`src/rtl/lsu_mem_access.sv`:
```
// lsu_mem_access: load/store unit sitting behind a word-only synchronous data RAM.
//   Loads:  read the word, select the byte/half lane and sign/zero-extend it.
//   Stores: word stores write directly; byte/half stores read-modify-write.
//   Misaligned accesses are suppressed and flagged with a one-cycle pulse.
// Ports:
//   clk, rst_n                 clock, synchronous active-low reset
//   req_read, req_write        load / store request (store wins if both high)
//   operation_byte_size        store size: 00 byte, 01 half, 11 word
//   MemResultCtr               load type: 001 LB, 010 LH, 100 LBU, 101 LHU, else word
//   addr, wdata                byte address and store data
//   stall                      hold the pipeline while the access is in flight
//   done, rdata, misaligned    completion pulse, extended load data, alignment error
//   mem_*                      synchronous RAM port (read data one cycle after enable)
module lsu_mem_access #(
    parameter int unsigned MEM_AW = 10
) (
    input  logic              clk,
    input  logic              rst_n,
    input  logic              req_read,
    input  logic              req_write,
    input  logic [1:0]        operation_byte_size,
    input  logic [2:0]        MemResultCtr,
    input  logic [31:0]       addr,
    input  logic [31:0]       wdata,
    output logic              stall,
    output logic              done,
    output logic [31:0]       rdata,
    output logic              misaligned,
    output logic              mem_en,
    output logic              mem_we,
    output logic [MEM_AW-1:0] mem_addr,
    output logic [31:0]       mem_wdata,
    input  logic [31:0]       mem_rdata
);

    typedef enum logic [2:0] {StIdle, StRdIssue, StRdWait, StWrite, StDone} state_e;

    localparam logic [1:0] SzByte = 2'd0;
    localparam logic [1:0] SzHalf = 2'd1;
    localparam logic [1:0] SzWord = 2'd2;

    state_e              state_q, state_d;
    logic [MEM_AW-1:0]   waddr_q, waddr_d;
    logic [1:0]          lane_q, lane_d;
    logic [1:0]          size_q, size_d;
    logic [2:0]          ctr_q, ctr_d;
    logic                store_q, store_d;
    logic                misal_q, misal_d;
    // Holds the store data until RD_WAIT, then the merged word to be written.
    logic [31:0]         data_q, data_d;
    logic [31:0]         rdata_q, rdata_d;

    logic [1:0]          req_size;
    logic                req_misal;
    logic [7:0]          byte_v;
    logic [15:0]         half_v;
    logic [31:0]         load_ext;
    logic [31:0]         merged;

    // Upper address bits wrap by design.
    logic unused_addr;
    assign unused_addr = ^addr[31:MEM_AW+2];

    // Access size and alignment of the incoming request.
    always_comb begin
        req_size = SzWord;
        if (req_write) begin
            unique case (operation_byte_size)
                2'b00:   req_size = SzByte;
                2'b01:   req_size = SzHalf;
                default: req_size = SzWord;
            endcase
        end else begin
            unique case (MemResultCtr)
                3'b001, 3'b100: req_size = SzByte;
                3'b010, 3'b101: req_size = SzHalf;
                default:        req_size = SzWord;
            endcase
        end
        req_misal = ((req_size == SzHalf) && addr[0]) ||
                    ((req_size == SzWord) && (addr[1:0] != 2'b00));
    end

    // Lane extraction and merge against the word returned by the RAM.
    always_comb begin
        byte_v = mem_rdata[{lane_q, 3'b000} +: 8];
        half_v = lane_q[1] ? mem_rdata[31:16] : mem_rdata[15:0];
        unique case (ctr_q)
            3'b001:  load_ext = {{24{byte_v[7]}}, byte_v};
            3'b100:  load_ext = {24'd0, byte_v};
            3'b010:  load_ext = {{16{half_v[15]}}, half_v};
            3'b101:  load_ext = {16'd0, half_v};
            default: load_ext = mem_rdata;
        endcase
        merged = mem_rdata;
        if (size_q == SzByte) begin
            merged[{lane_q, 3'b000} +: 8] = data_q[7:0];
        end else if (lane_q[1]) begin
            merged[31:16] = data_q[15:0];
        end else begin
            merged[15:0] = data_q[15:0];
        end
    end

    always_comb begin
        state_d = state_q;
        waddr_d = waddr_q;
        lane_d  = lane_q;
        size_d  = size_q;
        ctr_d   = ctr_q;
        store_d = store_q;
        misal_d = misal_q;
        data_d  = data_q;
        rdata_d = rdata_q;
        unique case (state_q)
            StIdle: begin
                if (req_read || req_write) begin
                    waddr_d = addr[MEM_AW+1:2];
                    lane_d  = addr[1:0];
                    size_d  = req_size;
                    ctr_d   = MemResultCtr;
                    store_d = req_write;
                    misal_d = req_misal;
                    data_d  = wdata;
                    // Only a completed load may leave data on rdata.
                    if (req_write || req_misal) begin
                        rdata_d = 32'd0;
                    end
                    if (req_misal) begin
                        state_d = StDone;
                    end else if (req_write && (req_size == SzWord)) begin
                        state_d = StWrite;
                    end else begin
                        state_d = StRdIssue;
                    end
                end
            end
            StRdIssue: state_d = StRdWait;
            StRdWait: begin
                if (store_q) begin
                    data_d  = merged;
                    state_d = StWrite;
                end else begin
                    rdata_d = load_ext;
                    state_d = StDone;
                end
            end
            StWrite: state_d = StDone;
            StDone: begin
                misal_d = 1'b0;
                state_d = StIdle;
            end
            default: state_d = StIdle;
        endcase
    end

    always_ff @(posedge clk) begin
        if (!rst_n) begin
            state_q <= StIdle;
            waddr_q <= '0;
            lane_q  <= 2'd0;
            size_q  <= SzByte;
            ctr_q   <= 3'd0;
            store_q <= 1'b0;
            misal_q <= 1'b0;
            data_q  <= 32'd0;
            rdata_q <= 32'd0;
        end else begin
            state_q <= state_d;
            waddr_q <= waddr_d;
            lane_q  <= lane_d;
            size_q  <= size_d;
            ctr_q   <= ctr_d;
            store_q <= store_d;
            misal_q <= misal_d;
            data_q  <= data_d;
            rdata_q <= rdata_d;
        end
    end

    always_comb begin
        stall      = ((state_q == StIdle) && (req_read || req_write)) ||
                     (state_q == StRdIssue) || (state_q == StRdWait) || (state_q == StWrite);
        done       = (state_q == StDone);
        misaligned = done && misal_q;
        rdata      = rdata_q;
        // Gated by rst_n so an access interrupted by reset never touches the RAM.
        mem_en     = rst_n && ((state_q == StRdIssue) || (state_q == StWrite));
        mem_we     = rst_n && (state_q == StWrite);
        mem_addr   = waddr_q;
        mem_wdata  = data_q;
    end

endmodule
```
`config.mk`:
```
export PLATFORM = sky130hd
export DESIGN_NAME = lsu_mem_access
export DESIGN_NICKNAME = d
export VERILOG_FILES = /design/src/rtl/lsu_mem_access.sv
export SDC_FILE = /design/constraint.sdc
export NUM_CORES = 1
export LEC_CHECK = 0
export BUFFER_PORTS_ARGS = -buffer_cell sky130_fd_sc_hd__buf_2
export CAP_MARGIN = 20
export CELL_PAD_IN_SITES_DETAIL_PLACEMENT = 1
export CELL_PAD_IN_SITES_GLOBAL_PLACEMENT = 1
export CORE_ASPECT_RATIO = 0.6
export CORE_MARGIN = 10
export CORE_UTILIZATION = 39
export DETAILED_ROUTE_END_ITERATION = 8
export HOLD_SLACK_MARGIN = 0.02
export PLACE_DENSITY_LB_ADDON = 0.1
export SLEW_MARGIN = 0
export SYNTH_ARGS = -nofsm -noshare
export SYNTH_HDL_FRONTEND = slang
export SYNTH_SLANG_ARGS = --single-unit
```
`constraint.sdc`:
```
create_clock -name clk -period 5 [get_ports clk]
set_clock_uncertainty 0.15 [all_clocks]
set_input_delay 0 -clock clk [delete_from_list [all_inputs] [get_ports clk]]
set_output_delay 0 -clock clk [all_outputs]
set_load 0.05 [all_outputs]
```
# After elaboration in Yosys (flattened, before gate mapping)
# Index checks and enable logic that the tools add are counted.
totals:
  ff_bits: 86
  input_bits: 105
  output_inout_bits: 79
  word_cells: 84
op_classes:
  addsub: 1
  eq_ne: 20
  n_shift: 3
  mux: 23
  n_reduce_logical: 27
ops:
  columns: ["cell", "n"]
  rows:
  - ["$mux W32", 6]
  - ["$pmux W32 S2", 2]
  - ["$pmux W32 S4", 1]
  - ["$mux W16", 3]
  - ["$bwmux W32", 1]
  - ["$shift A8 B7 Y32 const A", 1]
  - ["$shiftx A32 B6 Y8", 1]
  - ["$shiftx A8 B7 Y32", 1]
  - ["$eq A3 B3 Y1 const B", 5]
  - ["$eq A3 B2 Y1 const B", 4]
  - ["$pmux W3 S4", 1]
  - ["$eq A3 B1 Y1 const B", 3]
  - ["$mux W3", 3]
  - ["$ne A2 B2 Y1 const B", 4]
  - ["$pmux W2 S2", 2]
  - ["$reduce_and A4 Y1", 2]
  - ["$logic_and A1 B1 Y1", 7]
  - ["$logic_or A1 B1 Y1", 7]
  - ["$neg A5 Y7", 1]
  - ["$reduce_bool A2 Y1", 3]
  - ["$eq A2 B1 Y1 const B", 2]
  - ["$logic_not A2 Y1", 2]
  - ["$mux W2", 2]
  - ["$reduce_and A2 Y1", 2]
  - ["other kinds (7)", 8]

# Longest topological paths before layout
logic_depth:
  word_depth: 11
  mapped_depth: 8
  depth_no_buf: 7

# Worst setup path after synthesis
# No wires, ideal clock.
synth_timing:
  kind: "register to register"
  start: "reg lane_q[0]"
  end: "reg data_q[28], in the netlist mem_wdata[28]"
  setup_time_ps: 70
  t_arrival_ps: 1946
  t_required_ps: 4780
  setup_slack_ps: 2834
  path_stages_with_launch: 9
  path_buffers: 1
  synth_period_minus_slack_ps: 2166
  cell_sequence: "dfxtp_1 inv_1 ha_1 nor4bb_1 buf_1 a221oi_1 a211oi_1 a21oi_1 a21oi_1"
synth_between:
  elab_chain_cells: 6
  elab_cells_between_ends: 7
  cone_classes: "add/sub (1); shift (2); mux (4)"
synth_lines:
  columns: ["element", "line", "rtl"]
  rows:
  - ["start: declaration", "44", "logic [1:0] lane_q, lane_d;"]
  - ["start signal: assignment", "171", "lane_q <= lane_d;"]
  - ["$neg A5 Y7 *", "97", "merged[{lane_q, 3'b000} +: 8] = data_q[7:0];"]
  - ["$shiftx A8 B7 Y32 or $shift A8 B7 Y32 (tied branches)", "97", null]
  - ["$bwmux W32 *", "97", null]
  - ["$mux W32 *", "96", "if (size_q == SzByte) begin"]
  - ["$mux W32 *", "140", "if (store_q) begin"]
  - ["$pmux W32 S2 *", "115", "unique case (state_q)"]
  - ["end signal: assignment", "176", "data_q <= data_d;"]
  - ["end: declaration", "50", "logic [31:0] data_q, data_d;"]
# Mark *: on every way between the ends. The rest lies on a longest branch, timed or not. The select of a mux whose other input is x is not followed.
# A chain may end at the register's enable or synchronous reset.

# Final worst setup path
layout_timing:
  start: "reg state_q[1]"
  end: "reg data_q[4], in the netlist mem_wdata[4]"
layout_between:
  elab_chain_cells: 3
  elab_cells_between_ends: 8
  cone_classes: "eq/ne (4); mux (1); reduce/logical (3)"
layout_lines:
  columns: ["element", "line", "rtl"]
  rows:
  - ["start: declaration", "42", "state_e state_q, state_d;"]
  - ["start signal: assignment", "159", "state_q <= StIdle;"]
  - ["start signal: assignment", "169", "state_q <= state_d;"]
  - ["$eq A3 B2 Y1 or $logic_not A3 Y1 (tied branches)", "115", null]
  - ["$ne A3 B3 Y1 (no source line), or another cell as far along", null, null]
  - ["$reduce_and A4 Y1 (no source line)", null, null]
# Parallel ways exist; a longest one is shown, timed or not.

==> qor.yml <==
outcome:
  outcome: "complete, no violations"
clocking:
  root_buffer: "clkbuf_16"
  cts_setup_buffers: 0
  ctsHoldBuffers: 98
  cts_tree: "done"
  path_clk_slew_ns: 0.07
  cts_max_path_buffers: 2
  cts_buffers: 9
  ctsHtreeMaxLevel: 3
  cts_resized: 0
  worstSkewPairLatency_ns: 0.35
  clock-sinks: 86
setup_path:
  r2r-start: "state_q[1]"
  worst_setup_path_start_kind: "flip-flop"
  arrival_ns: 3.21
  crit_start: "state_q[1]"
  end_kind: "flip-flop"
  slowest_delay_ns: 0.63
  crit_chain: "inv_2 > or3_1 > buf_4 > o21ai_2 > a221o_1 > dlygate4sd3_1 > and3_1"
  crit_type: "reg -> reg"
  critPathMaxFanout: 43
  cp_data_required_time_ns: 5.15
  cp_slowest_cell: "o21ai_2"
detailed_routing:
  dr.pass1.iters: 5
  routedWlPerCell_um: 23.78
  routed_wl_mm: 23.05
  viasPerCell: 5.968
  drcViolationCount: 0
  num_vias: 5783
  postRouteAntennaNets: 0
  drt-initial-drc-count: 628
final_layout:
  finalCoreUtilization_pct: 58.26
  drive_gt1_share_pct: 25.37
  fin_cells: 969
  nets: 905
  mostFrequentLayoutCells: "buf_2 (164), dlygate4sd3_1 (98), dfxtp_1 (86), nand2_1 (76), mux2i_1 (57)"
  stdcell_area_um2: 7028
  layout.cells.most_common: "buf_2"
  fillerInstances: 1461
  areaGrowthSynthToFinish_pct: 45.67
place:
  numPortBuffers: 163
  dpl_cell_area_um2: 5715
  hpwl_mm: 14.83
  routabilityCongestion: 0.8979
  placed_cells: 849
floorplan:
  core_um2: 12060
  dieArea_um2: 17370
  initial_core_util_pct: 40.00
  die_x_um: 163.6
  dieHeight_um: 106.2
  core.rowCount: 31
  ioPinCount: 184
yosys:
  ys.flop_type: "dfxtp_1"
  synth_seq_cells: 86
  synthCells: 556
  async_flop_share_pct: 0
  yosys.area.top_type_share_pct: 35.68
  avgSynthCellArea_um2: 8.677
  synth_edf_count: 0
  yosysWarnings: 0
  synthesis.area_um2: 4825
  synth_seq_area_share_pct: 35.68
  synthTopCellsByArea: "dfxtp_1 (36%), mux2i_1 (12%), nand2_1 (5.9%)"
  synth_top_area_cell: "dfxtp_1"
  ys_types: 57
  syn_nets: 666
sta:
  fmax_mhz: 326.1
  finalSetupViolations: 0
  tns_ns: 0
  tightestPinTransition_ns: 0.9976
  min_period_over_period_pct: 61.33
  relSlewSlack_pct: 33.50
  hold_ws_ns: 0.04780
  finalHoldViolCount: 0
  grt_setup_unrepaired: "false"
  slew_viol_final: 0
  layout_min_cycle_time_ns: 3.066
pwr:
  power_density_nw_per_um2: 351.4
  ir_worst_vdd_mv: 0.1822
  p_leak_nw: 3.012
worst_hold_path:
  hp-class: "in -> reg"
  min_from: "req_write"
global_routing:
  grt_max_degree: 44
  grt.overflow.total: 0
  antenna_found_initial: 3
  grt_first_pass_wirelength_mm: 35.12
  track_usage_pct: 25.49
  grt_pass1_vias: 6106
job:
  maxCapViolations: 0
## state kept, by name, indices dropped and copies added, names as in the netlist
signal	cells
lane_q	2
mem_wdata	32
state_q	3
rdata	32
ctr_q	3
misal_q	1
store_q	1
mem_addr	10
size_q	2
## path summary, 6_finish.rpt
kind                            depth (start not counted)  slack (ns)           end
worst min-delay path                                    5        0.05     size_q[1]
worst max register to register                          7        1.93  mem_wdata[4]
worst max-delay path                                    7        1.93  mem_wdata[4]
worst min register to register                          2        0.30     rdata[17]
## per-stage QoR
stage          worst slack [ns]  total power [mW]
2_1_floorplan             2.834             1.417
3_3_place_gp              1.860             1.628
3_5_place_dp              2.024             1.653
4_1_cts                   1.432             2.438
5_1_grt                   1.774             2.563
6_report                  1.934             2.469
## where the power goes
part / total, mW / internal, mW / switching, mW / leakage, nW
clock network: 0.708 / 0.404 / 0.304 / 0.153
logic: 0.921 / 0.313 / 0.608 / 2.15
registers: 0.840 / 0.755 / 0.0849 / 0.705
## synth_stat cells (8+ instances only)
| master | number |
|---|---|
| nor2_1 | 34 |
| and2_1 | 10 |
| a21oi_1 | 22 |
| mux2i_1 | 57 |
| a211oi_1 | 8 |
| a221oi_1 | 31 |
| o2bb2ai_1 | 9 |
| clkbuf_1 | 26 |
| nand2_1 | 76 |
| o21ai_0 | 38 |
| and3_1 | 9 |
| a21boi_0 | 17 |
| buf_2 | 13 |
| a221o_1 | 8 |
| dfxtp_1 | 86 |
| a22o_1 | 8 |
| o221ai_1 | 15 |
| a22oi_1 | 8 |
| nand2b_1 | 10 |
## metal layers
metal / GRT usage [%] / share of wire (%)
met2: 41.38 / 46
met5: 0 / 0
met3: 7.165 / 9.5
met1: 31.17 / 41
met4: 10.67 / 3.4
## final cells by class
type	instances	area, um^2	share of cell area (%)
well taps	165	206.4	2.938
diodes	4	10.01	0.1424
clock buffers	10	239.0	3.400
repair buffers	272	1878	26.72
inverters	7	26.28	0.3739
clock inverters	6	66.31	0.9436
flip-flops and latches	86	1722	24.50
multi-input cells	419	2880	40.98
## kinds of logic after synthesis
group / count (synthesis) / share of synthesized area, %
DFF: 86 / 35.68
AOI/OAI and AO/OA: 182 / 28.29
muxes: 58 / 12.29
adders and majority gates: 6 / 1.504
xor gates and xnor gates: 2 / 0.3631
and+or+nand+nor: 171 / 17.09
buffers and inverters: 51 / 4.772
## critical path, delay by kind of cell (launching register included)
family | cells | cell delay (ns)
AND/OR/NAND/NOR | 2 | 0.49
AO/OA/AOI/OAI | 2 | 0.86
flip-flops | 1 | 0.49
buffers and inverters | 3 | 0.98
No activity file was read; power rests on OpenSTA's default activity.
